`src/rtl/muldiv_pkg.sv`:
```
// Shared types and constants for the iterative RV32M multiply/divide sequencer.
package muldiv_pkg;

  localparam int unsigned XLEN_DEFAULT = 32;

  localparam logic [2:0] F3_MUL    = 3'b000;
  localparam logic [2:0] F3_MULH   = 3'b001;
  localparam logic [2:0] F3_MULHSU = 3'b010;
  localparam logic [2:0] F3_MULHU  = 3'b011;
  localparam logic [2:0] F3_DIV    = 3'b100;
  localparam logic [2:0] F3_DIVU   = 3'b101;
  localparam logic [2:0] F3_REM    = 3'b110;
  localparam logic [2:0] F3_REMU   = 3'b111;

  typedef enum logic [2:0] {
    StIdle = 3'd0,
    StMul  = 3'd1,
    StDiv  = 3'd2,
    StFix  = 3'd3,
    StDone = 3'd4
  } muldiv_state_e;

endpackage

```
`src/rtl/muldiv_addsub.sv`:
```
// Shared Width-bit adder/subtractor used by both the shift-add and shift-subtract iterations.
module muldiv_addsub #(
  parameter int unsigned Width = 33
) (
  input  logic [Width-1:0] a_i,
  input  logic [Width-1:0] b_i,
  input  logic             sub_i,
  output logic [Width-1:0] y_o
);

  always_comb begin
    y_o = sub_i ? (a_i - b_i) : (a_i + b_i);
  end

endmodule

```
`src/rtl/muldiv_sequencer.sv`:
```
// Radix-2 sequential multiply/divide unit for the M extension, one bit per cycle.
// The divide datapath and DIV state are present only when MULDIV_DIV_EN is defined.
module muldiv_sequencer
  import muldiv_pkg::*;
#(
  parameter int unsigned XLEN = XLEN_DEFAULT
) (
  input  logic            clk,
  input  logic            rst_n,
  input  logic            start,
  input  logic [2:0]      funct3,
  input  logic [XLEN-1:0] op_a,
  input  logic [XLEN-1:0] op_b,
  input  logic            flush,
  output logic            stall,
  output logic            done,
  output logic [XLEN-1:0] result
);

  localparam int unsigned CntW = $clog2(XLEN) + 1;

  muldiv_state_e   state_q, state_d;
  logic [CntW-1:0] cnt_q, cnt_d;
  logic [2:0]      f3_q, f3_d;
  logic [XLEN-1:0] b_q, b_d;
  logic [XLEN-1:0] hi_q, hi_d;
  logic [XLEN-1:0] lo_q, lo_d;
  logic            neg_q, neg_d;
  logic            neg_rem_q, neg_rem_d;
  logic [XLEN-1:0] result_q, result_d;

  logic            last_iter;
  logic            sign_a, sign_b, sa, sb;
  logic [XLEN-1:0] mag_a, mag_b;
  logic [XLEN:0]   add_a, add_b, add_y;
  logic            add_sub;
  logic [2*XLEN-1:0] prod, prod_fix;
  logic [XLEN-1:0] quo_fix, rem_fix, fix_res;

  assign last_iter = (cnt_q == CntW'(XLEN - 1));

  // Operand signedness: div/rem signed when funct3[0]=0; mulhsu treats only op_a as signed.
  always_comb begin
    sign_a = funct3[2] ? ~funct3[0] : (funct3 != F3_MULHU);
    sign_b = funct3[2] ? ~funct3[0] : ~funct3[1];
    sa     = sign_a & op_a[XLEN-1];
    sb     = sign_b & op_b[XLEN-1];
    mag_a  = sa ? -op_a : op_a;
    mag_b  = sb ? -op_b : op_b;
  end

  // Multiply: {hi,lo} >> 1 after conditionally adding the multiplicand into hi.
  always_comb begin
    add_a   = {1'b0, hi_q};
    add_b   = lo_q[0] ? {1'b0, b_q} : '0;
    add_sub = 1'b0;
`ifdef MULDIV_DIV_EN
    // Divide: trial-subtract the divisor from the partial remainder shifted left.
    if (state_q == StDiv) begin
      add_a   = {hi_q, lo_q[XLEN-1]};
      add_b   = {1'b0, b_q};
      add_sub = 1'b1;
    end
`endif
  end

  muldiv_addsub #(
    .Width(XLEN + 1)
  ) u_addsub (
    .a_i  (add_a),
    .b_i  (add_b),
    .sub_i(add_sub),
    .y_o  (add_y)
  );

  always_comb begin
    prod     = {hi_q, lo_q};
    prod_fix = neg_q ? -prod : prod;
    quo_fix  = neg_q ? -lo_q : lo_q;
    rem_fix  = neg_rem_q ? -hi_q : hi_q;
    if (f3_q[2]) begin
      fix_res = f3_q[1] ? rem_fix : quo_fix;
    end else if (f3_q == F3_MUL) begin
      fix_res = prod_fix[XLEN-1:0];
    end else begin
      fix_res = prod_fix[2*XLEN-1:XLEN];
    end
  end

  always_ff @(posedge clk or negedge rst_n) begin
    if (!rst_n) begin
      state_q <= StIdle;
    end else begin
      state_q <= state_d;
    end
  end

  always_comb begin
    state_d = state_q;
    case (state_q)
      StIdle: begin
        if (start && !flush) begin
`ifdef MULDIV_DIV_EN
          state_d = funct3[2] ? StDiv : StMul;
`else
          state_d = funct3[2] ? StDone : StMul;
`endif
        end
      end
      StMul: begin
        if (last_iter) state_d = StFix;
      end
`ifdef MULDIV_DIV_EN
      StDiv: begin
        if (b_q == '0) begin
          state_d = StDone;
        end else if (last_iter) begin
          state_d = StFix;
        end
      end
`endif
      StFix:   state_d = StDone;
      StDone:  state_d = StIdle;
      default: state_d = StIdle;
    endcase
    if (flush) state_d = StIdle;
  end

  always_comb begin
    stall = rst_n & ((start & (state_q == StIdle)) |
                     (state_q == StMul) | (state_q == StDiv) | (state_q == StFix));
    done  = (state_q == StDone) & ~flush;
  end

  assign result = result_q;

  always_comb begin
    f3_d      = f3_q;
    b_d       = b_q;
    hi_d      = hi_q;
    lo_d      = lo_q;
    cnt_d     = cnt_q;
    neg_d     = neg_q;
    neg_rem_d = neg_rem_q;
    result_d  = result_q;
    case (state_q)
      StIdle: begin
        if (start && !flush) begin
          f3_d      = funct3;
          b_d       = mag_b;
          // A zero divisor keeps the raw dividend so rem/remu can return it untouched.
          lo_d      = (funct3[2] && (op_b == '0)) ? op_a : mag_a;
          hi_d      = '0;
          cnt_d     = '0;
          neg_d     = sa ^ sb;
          neg_rem_d = sa;
`ifndef MULDIV_DIV_EN
          if (funct3[2]) result_d = '0;
`endif
        end
      end
      StMul: begin
        cnt_d = cnt_q + CntW'(1);
        hi_d  = add_y[XLEN:1];
        lo_d  = {add_y[0], lo_q[XLEN-1:1]};
      end
`ifdef MULDIV_DIV_EN
      StDiv: begin
        if (b_q == '0) begin
          result_d = f3_q[1] ? lo_q : '1;
        end else begin
          cnt_d = cnt_q + CntW'(1);
          if (!add_y[XLEN]) begin
            hi_d = add_y[XLEN-1:0];
            lo_d = {lo_q[XLEN-2:0], 1'b1};
          end else begin
            hi_d = {hi_q[XLEN-2:0], lo_q[XLEN-1]};
            lo_d = {lo_q[XLEN-2:0], 1'b0};
          end
        end
      end
`endif
      StFix:   result_d = fix_res;
      default: ;
    endcase
    if (flush) result_d = result_q;
  end

  always_ff @(posedge clk or negedge rst_n) begin
    if (!rst_n) begin
      cnt_q     <= '0;
      f3_q      <= '0;
      b_q       <= '0;
      hi_q      <= '0;
      lo_q      <= '0;
      neg_q     <= 1'b0;
      neg_rem_q <= 1'b0;
      result_q  <= '0;
    end else begin
      cnt_q     <= cnt_d;
      f3_q      <= f3_d;
      b_q       <= b_d;
      hi_q      <= hi_d;
      lo_q      <= lo_d;
      neg_q     <= neg_d;
      neg_rem_q <= neg_rem_d;
      result_q  <= result_d;
    end
  end

endmodule

```
`config.mk`:
```
export PLATFORM = sky130hd
export DESIGN_NAME = muldiv_sequencer
export DESIGN_NICKNAME = d
export VERILOG_FILES = /design/src/rtl/muldiv_pkg.sv /design/src/rtl/muldiv_addsub.sv /design/src/rtl/muldiv_sequencer.sv
export SDC_FILE = /design/constraint.sdc
export NUM_CORES = 1
export LEC_CHECK = 0
export CORE_MARGIN = 10
export CORE_UTILIZATION = 55
export DETAILED_ROUTE_END_ITERATION = 16
export HOLD_SLACK_MARGIN = 0.15
export PLACE_DENSITY = 0.76
export SLEW_MARGIN = 10
export SYNTH_ARGS = -nofsm -noshare
export SYNTH_HDL_FRONTEND = slang
export SYNTH_HIERARCHICAL = 1
export SYNTH_SLANG_ARGS = --single-unit
```
`constraint.sdc`:
```
create_clock -name clk -period 6 [get_ports clk]
set_input_delay 1.2 -clock clk [delete_from_list [all_inputs] [get_ports clk]]
set_output_delay 1.2 -clock clk [all_outputs]
set_load 0.03 [all_outputs]
```
==> Yosys cells after proc, flatten, opt, wreduce, memory -nomap -nowiden <==
Index checks and enable logic that the tools add are counted.
{ "word_totals": {"regBits": 142, "inputBits": 71} }
{ "op_classes": {"n_addsub": 7, "eq_ne": 10, "n_mux": 26, "bitwise_logic": 12, "n_reduce_logical": 12} }
{ "op_table": {"columns": ["cell", "n"], "rows": [
  ["$mux 32", 13],
  ["$pmux 32 s2", 3],
  ["$neg 32->32", 4],
  ["$mux 64", 1],
  ["$neg 64->64", 1],
  ["$add 32x32->33", 1],
  ["$logic_not 32->1", 1],
  ["$mux 3", 4],
  ["$pmux 6 s2", 1],
  ["$pmux 3 s3", 1],
  ["$add 6x1->6 const B", 1],
  ["$eq 3x2->1 const B", 2],
  ["$eq 6x5->1 const B", 1],
  ["$logic_not 3->1", 2],
  ["$mux 6", 1],
  ["$ne 3x3->1 const B", 2],
  ["$reduce_and 2->1", 3],
  ["$and 1x1->1", 5],
  ["$ne 2x2->1 const B", 2],
  ["$reduce_and 4->1", 1],
  ["$reduce_bool 2->1", 2],
  ["$eq 3x1->1 const B", 1],
  ["$eq 3x3->1 const B", 1],
  ["$ne 3x2->1 const B", 1],
  ["other kinds (6)", 12]
]} }

==> Longest topological paths before layout <==
Gate-level depths: netlist of the first run.
{ "depth": {"word_depth": 7, "depth_mapped": 21, "ltp_nobuf": 18} }

==> Modules after synthesis <==
The synthesis of the first run kept the hierarchy.
{ "by_module_without_submodules": {"columns": ["mod", "n_inst", "cells_each", "area_each_um2"], "rows": [
  ["muldiv_sequencer", 1, 1278, 10153.5],
  ["muldiv_addsub", 1, 369, 2537.4]
]} }

==> Worst setup path before layout of the first run <==
OpenSTA, ideal clock, no wires.
{ "synth_timing": {"path_kind": "register to register", "start": "reg lo_q[0]", "end": "reg hi_q[31]", "t_arrival_ns": 4.305, "slack_ns": 1.629, "stages_incl_launch_ff": 22, "path_buffers": 3, "cell_sequence": "dfrtp_1 -> clkbuf_1 -> clkbuf_1 -> and2_1 -> or4_4 -> or3_4 -> nor3b_4 -> nand2_2 -> nor2_4 -> a21oi_1 -> xnor2_1 -> ha_1 -> clkbuf_1 -> a21o_1 -> a21o_1 -> a21o_1 -> a221oi_1 -> o21ai_0 -> a211oi_1 -> xnor2_1 -> nand2_1 -> nand2_1"} }
{ "synth_via": {"elab_chain_cells": 3} }
{ "synth_rtl": {"columns": ["element", "line_no", "text"], "rows": [
  ["from (decl)", "muldiv_sequencer.sv:27", "logic [XLEN-1:0] lo_q, lo_d;"],
  ["from (signal assigned)", "muldiv_sequencer.sv:204", "lo_q <= lo_d;"],
  ["$mux 32", "muldiv_sequencer.sv:55", "add_b = lo_q[0] ? {1'b0, b_q} : '0;"],
  ["named net add_b[6]", "muldiv_sequencer.sv:35", "logic [XLEN:0] add_a, add_b, add_y;"],
  ["$add 32x32->33", "muldiv_addsub.sv:12", "y_o = sub_i ? (a_i - b_i) : (a_i + b_i);"],
  ["named net add_y[32]", "muldiv_sequencer.sv:35", null],
  ["$pmux 32 s2", "muldiv_sequencer.sv:146", "case (state_q)"],
  ["to (signal assigned)", "muldiv_sequencer.sv:203", "hi_q <= hi_d;"],
  ["to (decl)", "muldiv_sequencer.sv:26", "logic [XLEN-1:0] hi_q, hi_d;"]
]} }
The timed path passes the listed nets, and every way through them passes these cells.
A chain may end at the register's enable or synchronous reset.

==> Worst setup path after layout of the first run <==
Same ends and word-level chain as after synthesis.

==> run metrics, run 1 <==
pin count of the biggest net entering global routing=between 100 and 150; top post-synthesis cells by count=nand2_1 (216), dfrtp_1 (142), a21oi_1 (107), xnor2_1 (100), nor2_1 (99); synth top area cells=dfrtp_1 (28%), xnor2_1 (6.9%), nand2_1 (6.4%); cell depth of the worst flop-to-flop path=18; Final #Nets=1790; Pre-antenna DRT Iters=6; # rows=55; Pleak=a little under 6 nW; Clock transition at path regs=roughly 0.070 ns; Initial Util=between 50% and 60%; Hold-fix buffers, CTS=0; warnings from Yosys=6; Die X=about 170 um; cell count after synthesis=1647; async set-or-reset flop fraction in the synthesized netlist=100.0%; Final Cycle Share=~82%; Post-DRT Antenna Nets=0; Critical Path Source=lo_q[0]; clk root buf=clkbuf_16; Layout Skew=between 0.01 and 0.015 ns; Hold Crit Depth=2; IO buf count=104; CP Launch Type=register; Die Y-Extent=approximately 170 um; CTS-repair resized insts=0; Peak VDD IR=a little under 0.2 mV; Vias/cell=roughly 6.6; Clock Tree Buf Depth=2; Placer Congestion=0.9714; initial antenna violation count=2; final WL=41190 um; ant diodes=0; Fmax=between 0.2 and 0.25 GHz; max_cap viols=0; Synth Register Bits=142; Worst Tran Pin Value=~1.2 ns; dpl ws=between 1 and 1.5 ns; DP Area=~14000 um2; global-route wire length before repair=about 66000 um; Power Density=just under 400 nW/um2; clk sinks=142; Yosys cell types=85; Inst Count DP=1946; most frequent cell after synthesis=nand2_1; GR Overflow Total=0; final-report max-slew violation count=0; Max-slew headroom=~23%; CTS tree=yes; EDFF count, synth=0; core area=about 23000 um2; via count=approximately 13000; Worst setup EP type=register; endpoints failing setup=0; final non-filler cell total=1978; Ports=around 110; CP max FO=37; initial DRC count=approximately 1600; fin area=14360 um2; PnR worst setup slack=1.060 ns; # H-tree levels=4; drc violations=0; post-synthesis cell area=between 10000 and 15000 um2; crit path kind=register to register; Die ar.=~30000 um2; dpl hpwl=slightly above 30000 um; area leader, netlist=dfrtp_1; reg2reg start=lo_q[0]; Total Routing Usage GR=27.63%; area delta synth->final=13.16%; vias in the first global route=12125; syn avg cell area=about 7.7 um2; post-synth top area share=28.00%; CP required=6.36 ns; Primary FF master, synth=dfrtp_1; post-synthesis sequential area ratio=between 20% and 30%; worst min path class=register to register; fin crit period=around 4.9 ns; CTS Buf Count=17; Hold Path Origin=result[14]; layout cell share with drive strength beyond 1=under 10%; unrepaired setup endpoints after global routing=no; status=completed; Critical Path AT=approximately 5.3 ns; Final Hold Viols=0; setup TNS=0 ns; clk_lat worst skew=0.43 ns; WL/cell=between 20 and 25 um; post-CTS setup repair buffer count=0
[critical path, stage by stage (launching register included)]
cell      delay [ns]
dfrtp_1         0.67
and2_1          0.32
or4_4           0.56
or3_4           0.36
nor3b_4         0.30
nand2_2         0.10
nor2_4          0.18
a21oi_1         0.11
xnor2_1         0.24
ha_1            0.36
a21o_1          0.20
a21o_1          0.17
a21o_1          0.18
a221oi_1        0.39
o21ai_0         0.15
a211oi_1        0.27
xnor2_1         0.15
nand2_1         0.06
nand2_1         0.08
[power by group]
part           switching (mW)  total [mW]  internal (mW)
logic                    1.74        2.96           1.22
registers               0.460        1.61           1.15
clock network           0.473        1.10          0.625
total                    2.67        5.67           3.00
[per-layer routing]
| metal | global-route usage (%) | wire (um) | vias up |
|---|---|---|---|
| met2 | 41.60 | 18170 | 690 |
| met3 | 4.765 | 3699 | 95 |
| li1 | - | - | 6113 |
| met5 | 0 | 10 | - |
| met1 | 38.90 | 18060 | 6220 |
| met4 | 9.820 | 1250 | 2 |
[path summary, 6_finish.rpt]
check                             end  slack [ns]
setup / recovery             hi_q[31]        1.06
hold / removal             result[14]        0.46
min in group asynchronous     hi_q[9]        0.69
hold reg to reg            result[14]        0.46
max in group asynchronous    lo_q[26]        4.19
setup reg to reg             hi_q[31]        1.06
[logic make-up (layout without fill, tap and decap cells)]
logic type / after synthesis / in the layout / share of synthesized area, %
adders and majority gates: 39 / 39 / 3.904
AOI/OAI and AO/OA: 452 / 452 / 23.32
DFF: 142 / 142 / 28.00
and+or+nand+nor: 693 / 693 / 27.90
xor gates and xnor gates: 172 / 172 / 11.87
buffers and inverters: 142 / 182 / 4.486
other: 1 / 7 / 0.02955
muxes: 6 / 6 / 0.4930
[cell type report]
type                            instances  area, um2
Timing Repair Buffer                  117       1140
Inverter                               33      123.9
Tap cell                              285      356.6
Clock buffer                           19      432.9
Clock inverter                         13      155.1
Fill cell                            2024       8279
Multi-Input combinational cell       1369       8598
Sequential cell                       142       3555
[flip-flops by register name, indices dropped and copies added (netlist names)]
name       count
b_q           32
cnt_q          6
f3_q           3
hi_q          32
lo_q          32
neg_q          1
neg_rem_q      1
result        32
state_q        3
[through the flow]
step / hold slack (ns) / util [%] / power, mW
finish: 0.4636 / 63.43 / 5.669
global route: 0.4641 / 63.43 / 6.050
CTS: 0.4543 / 63.43 / 5.589
detailed placement: 0.4481 / 60.83 / 4.482
global placement: 0.4405 / 60.83 / 4.444
floorplan: 0.4293 / - / 3.728
[cells in the final DEF, fill, tap and decap left out, drive strengths merged, types with 41 or more instances in the layout]
cell             n
a21oi          108
clkdlybuf4s50  103
nand3           87
xor2            72
and2            41
nor2           103
nor3            53
o21ai          123
dfrtp          142
nand2          217
xnor2          100
Power figures use the tool's default switching activity.
==> inputs of run 2 (changes only) <==
==> constraint.sdc (replaced) <==
create_clock -name clk -period 4.66 [get_ports clk]
set_input_delay 0.932 -clock clk [delete_from_list [all_inputs] [get_ports clk]]
set_output_delay 0.932 -clock clk [all_outputs]
set_load 0.03 [all_outputs]
==> run metrics, run 2 (synthesis results as in run 1) <==
worst min path class=input port to asynchronous set/reset pin; Layout Skew=approximately 0.017 ns; # fillers=between 2000 and 2500; reg2reg start=lo_q[0]; via count=between 10000 and 15000; final-report max-slew violation count=0; GR Overflow Total=0; FF-to-FF setup slack=0.25 ns; WL/cell=between 20 and 25 um; core area=22640 um2; Top delay family on crit path=compound AO/OA/AOI/OAI gates; WP buf/inv=0; Ports=between 100 and 150; ant diodes=0; Clock Tree Buf Depth=2; Pre-antenna DRT Iters=6; Placer Congestion=1.006; final WL=a little over 40000 um; PnR worst setup slack=0.2534 ns; slowest stage delay, CP=0.56 ns; clk_lat worst skew=~0.44 ns; Peak VDD IR=roughly 0.23 mV; # H-tree levels=4; fin crit period=4.407 ns; Core Util, Final=between 60 and 70%; global-route wire length before repair=approximately 65000 um; cell depth of the worst flop-to-flop path=16; max_cap viols=0; CP required=between 5 and 6 ns; Post-DRT Antenna Nets=0; CTS tree=yes; final non-filler cell total=between 1500 and 2000; clk root buf=clkbuf_16; pin count of the biggest net entering global routing=~100; drc violations=0; Critical Path AT=roughly 4.8 ns; Inst Count DP=approximately 2000; Worst setup EP type=register; initial antenna violation count=1; area delta synth->final=14.43%; CP max-delay cell=or4_4; overall power=7.383 mW; CP max FO=10; Fmax=0.2269 GHz; layout cell share with drive strength beyond 1=roughly 6.4%; dpl ws=~0.18 ns; IO buf count=104; vias in the first global route=12095; Power Density=around 510 nW/um2; endpoints failing setup=0; Max-slew headroom=~24%; Worst Tran Pin Value=between 1 and 1.5 ns; Final Hold Viols=0; Die ar.=about 30000 um2; cell chain of the critical path=and2_1 -> or4_4 -> or3_4 -> nor3b_2 -> a21oi_1 -> xnor2_1 -> ha_1 -> a21oi_2 -> o21bai_1 -> a221o_1 -> a221o_1 -> a211o_1 -> a31o_1 -> a31oi_1 -> nand2_1 -> nand2_1; crit path kind=register to register; Hold-fix buffers, CTS=0; reg-to-reg endpoint=hi_q[30]; Die X=between 150 and 200 um; clk sinks=142; Die Y-Extent=approximately 170 um; CTS Buf Count=17; Vias/cell=about 6.5; Initial Util=between 50% and 60%; dpl hpwl=approximately 30000 um; commonest cells after routing, fill and taps aside=nand2_1 (216), dfrtp_1 (140), a21oi_1 (107); CP Launch Type=register; # rows=55; Final #Nets=~1800; Final Cycle Share=a little over nine tenths; Pleak=just under 6 nW; Total Routing Usage GR=between 20% and 30%; setup TNS=0 ns; Clock transition at path regs=roughly 0.07 ns; initial DRC count=1552; most common cell after layout, fill and taps aside=nand2_1; status=completed
-- run 2: worst reg2reg max path, cell delays in order (launching register included) --
cell      delay (ns)
dfrtp_2         0.45
and2_1          0.19
or4_4           0.56
or3_4           0.37
nor3b_2         0.26
a21oi_1         0.13
xnor2_1         0.14
ha_1            0.40
a21oi_2         0.24
o21bai_1        0.11
a221o_1         0.32
a221o_1         0.37
a211o_1         0.32
a31o_1          0.23
a31oi_1         0.14
nand2_1         0.06
nand2_1         0.07
-- run 2: worst max-delay path by stage --
stage,start,end,cells after the start
after floorplan,lo_q[0],hi_q[31],21
after global placement,lo_q[0],hi_q[31],18
after detailed placement,lo_q[0],hi_q[29],18
after CTS,lo_q[0],hi_q[30],16
after global routing,lo_q[0],hi_q[29],18
final,lo_q[0],hi_q[30],16
-- run 2: power by group --
part | switching (mW) | leakage (nW) | total [mW] | internal, mW
Clock | 0.626 | 0.280 | 1.38 | 0.753
Combinational | 2.29 | 3.80 | 3.94 | 1.64
Sequential | 0.582 | 1.84 | 2.06 | 1.48
-- run 2: per-layer routing --
layer / vias to the layer above / part of all wire, % / wire length [um] / GRT usage, %
li1: 6147 / - / - / -
met1: 6186 / 44 / 18040 / 38.09
met2: 637 / 44 / 18210 / 41.51
met3: 93 / 9.2 / 3784 / 5.358
met4: 2 / 3.1 / 1284 / 10.53
met5: - / 0.031 / 13 / 0
-- run 2: per-stage QoR --
stage / hold WS, ns / area (um2)
after floorplan: 0.4293 / 12710
after global placement: 0.4462 / 13910
after detailed placement: 0.4549 / 13910
after CTS: 0.4308 / 14480
after global routing: 0.4458 / 14520
final: 0.4194 / 14520
-- run 2: what timing repair did --
| item | CTS | global route |
|---|---|---|
| gates resized for setup | 0 | 10 |
| setup endpoints to repair | 0 | 10 |
| buffers inserted | 0 | 1 |
-- run 2: final cells by class --
cell class / count / area [um2] / area share, %
repair buffers: 134 / 1280 / 8.814
clock inverters: 15 / 147.6 / 1.017
clock buffers: 17 / 425.4 / 2.929
well taps: 285 / 356.6 / 2.455
flip-flops and latches: 142 / 3556 / 24.49
inverters: 33 / 123.9 / 0.8529
multi-input cells: 1369 / 8633 / 59.45
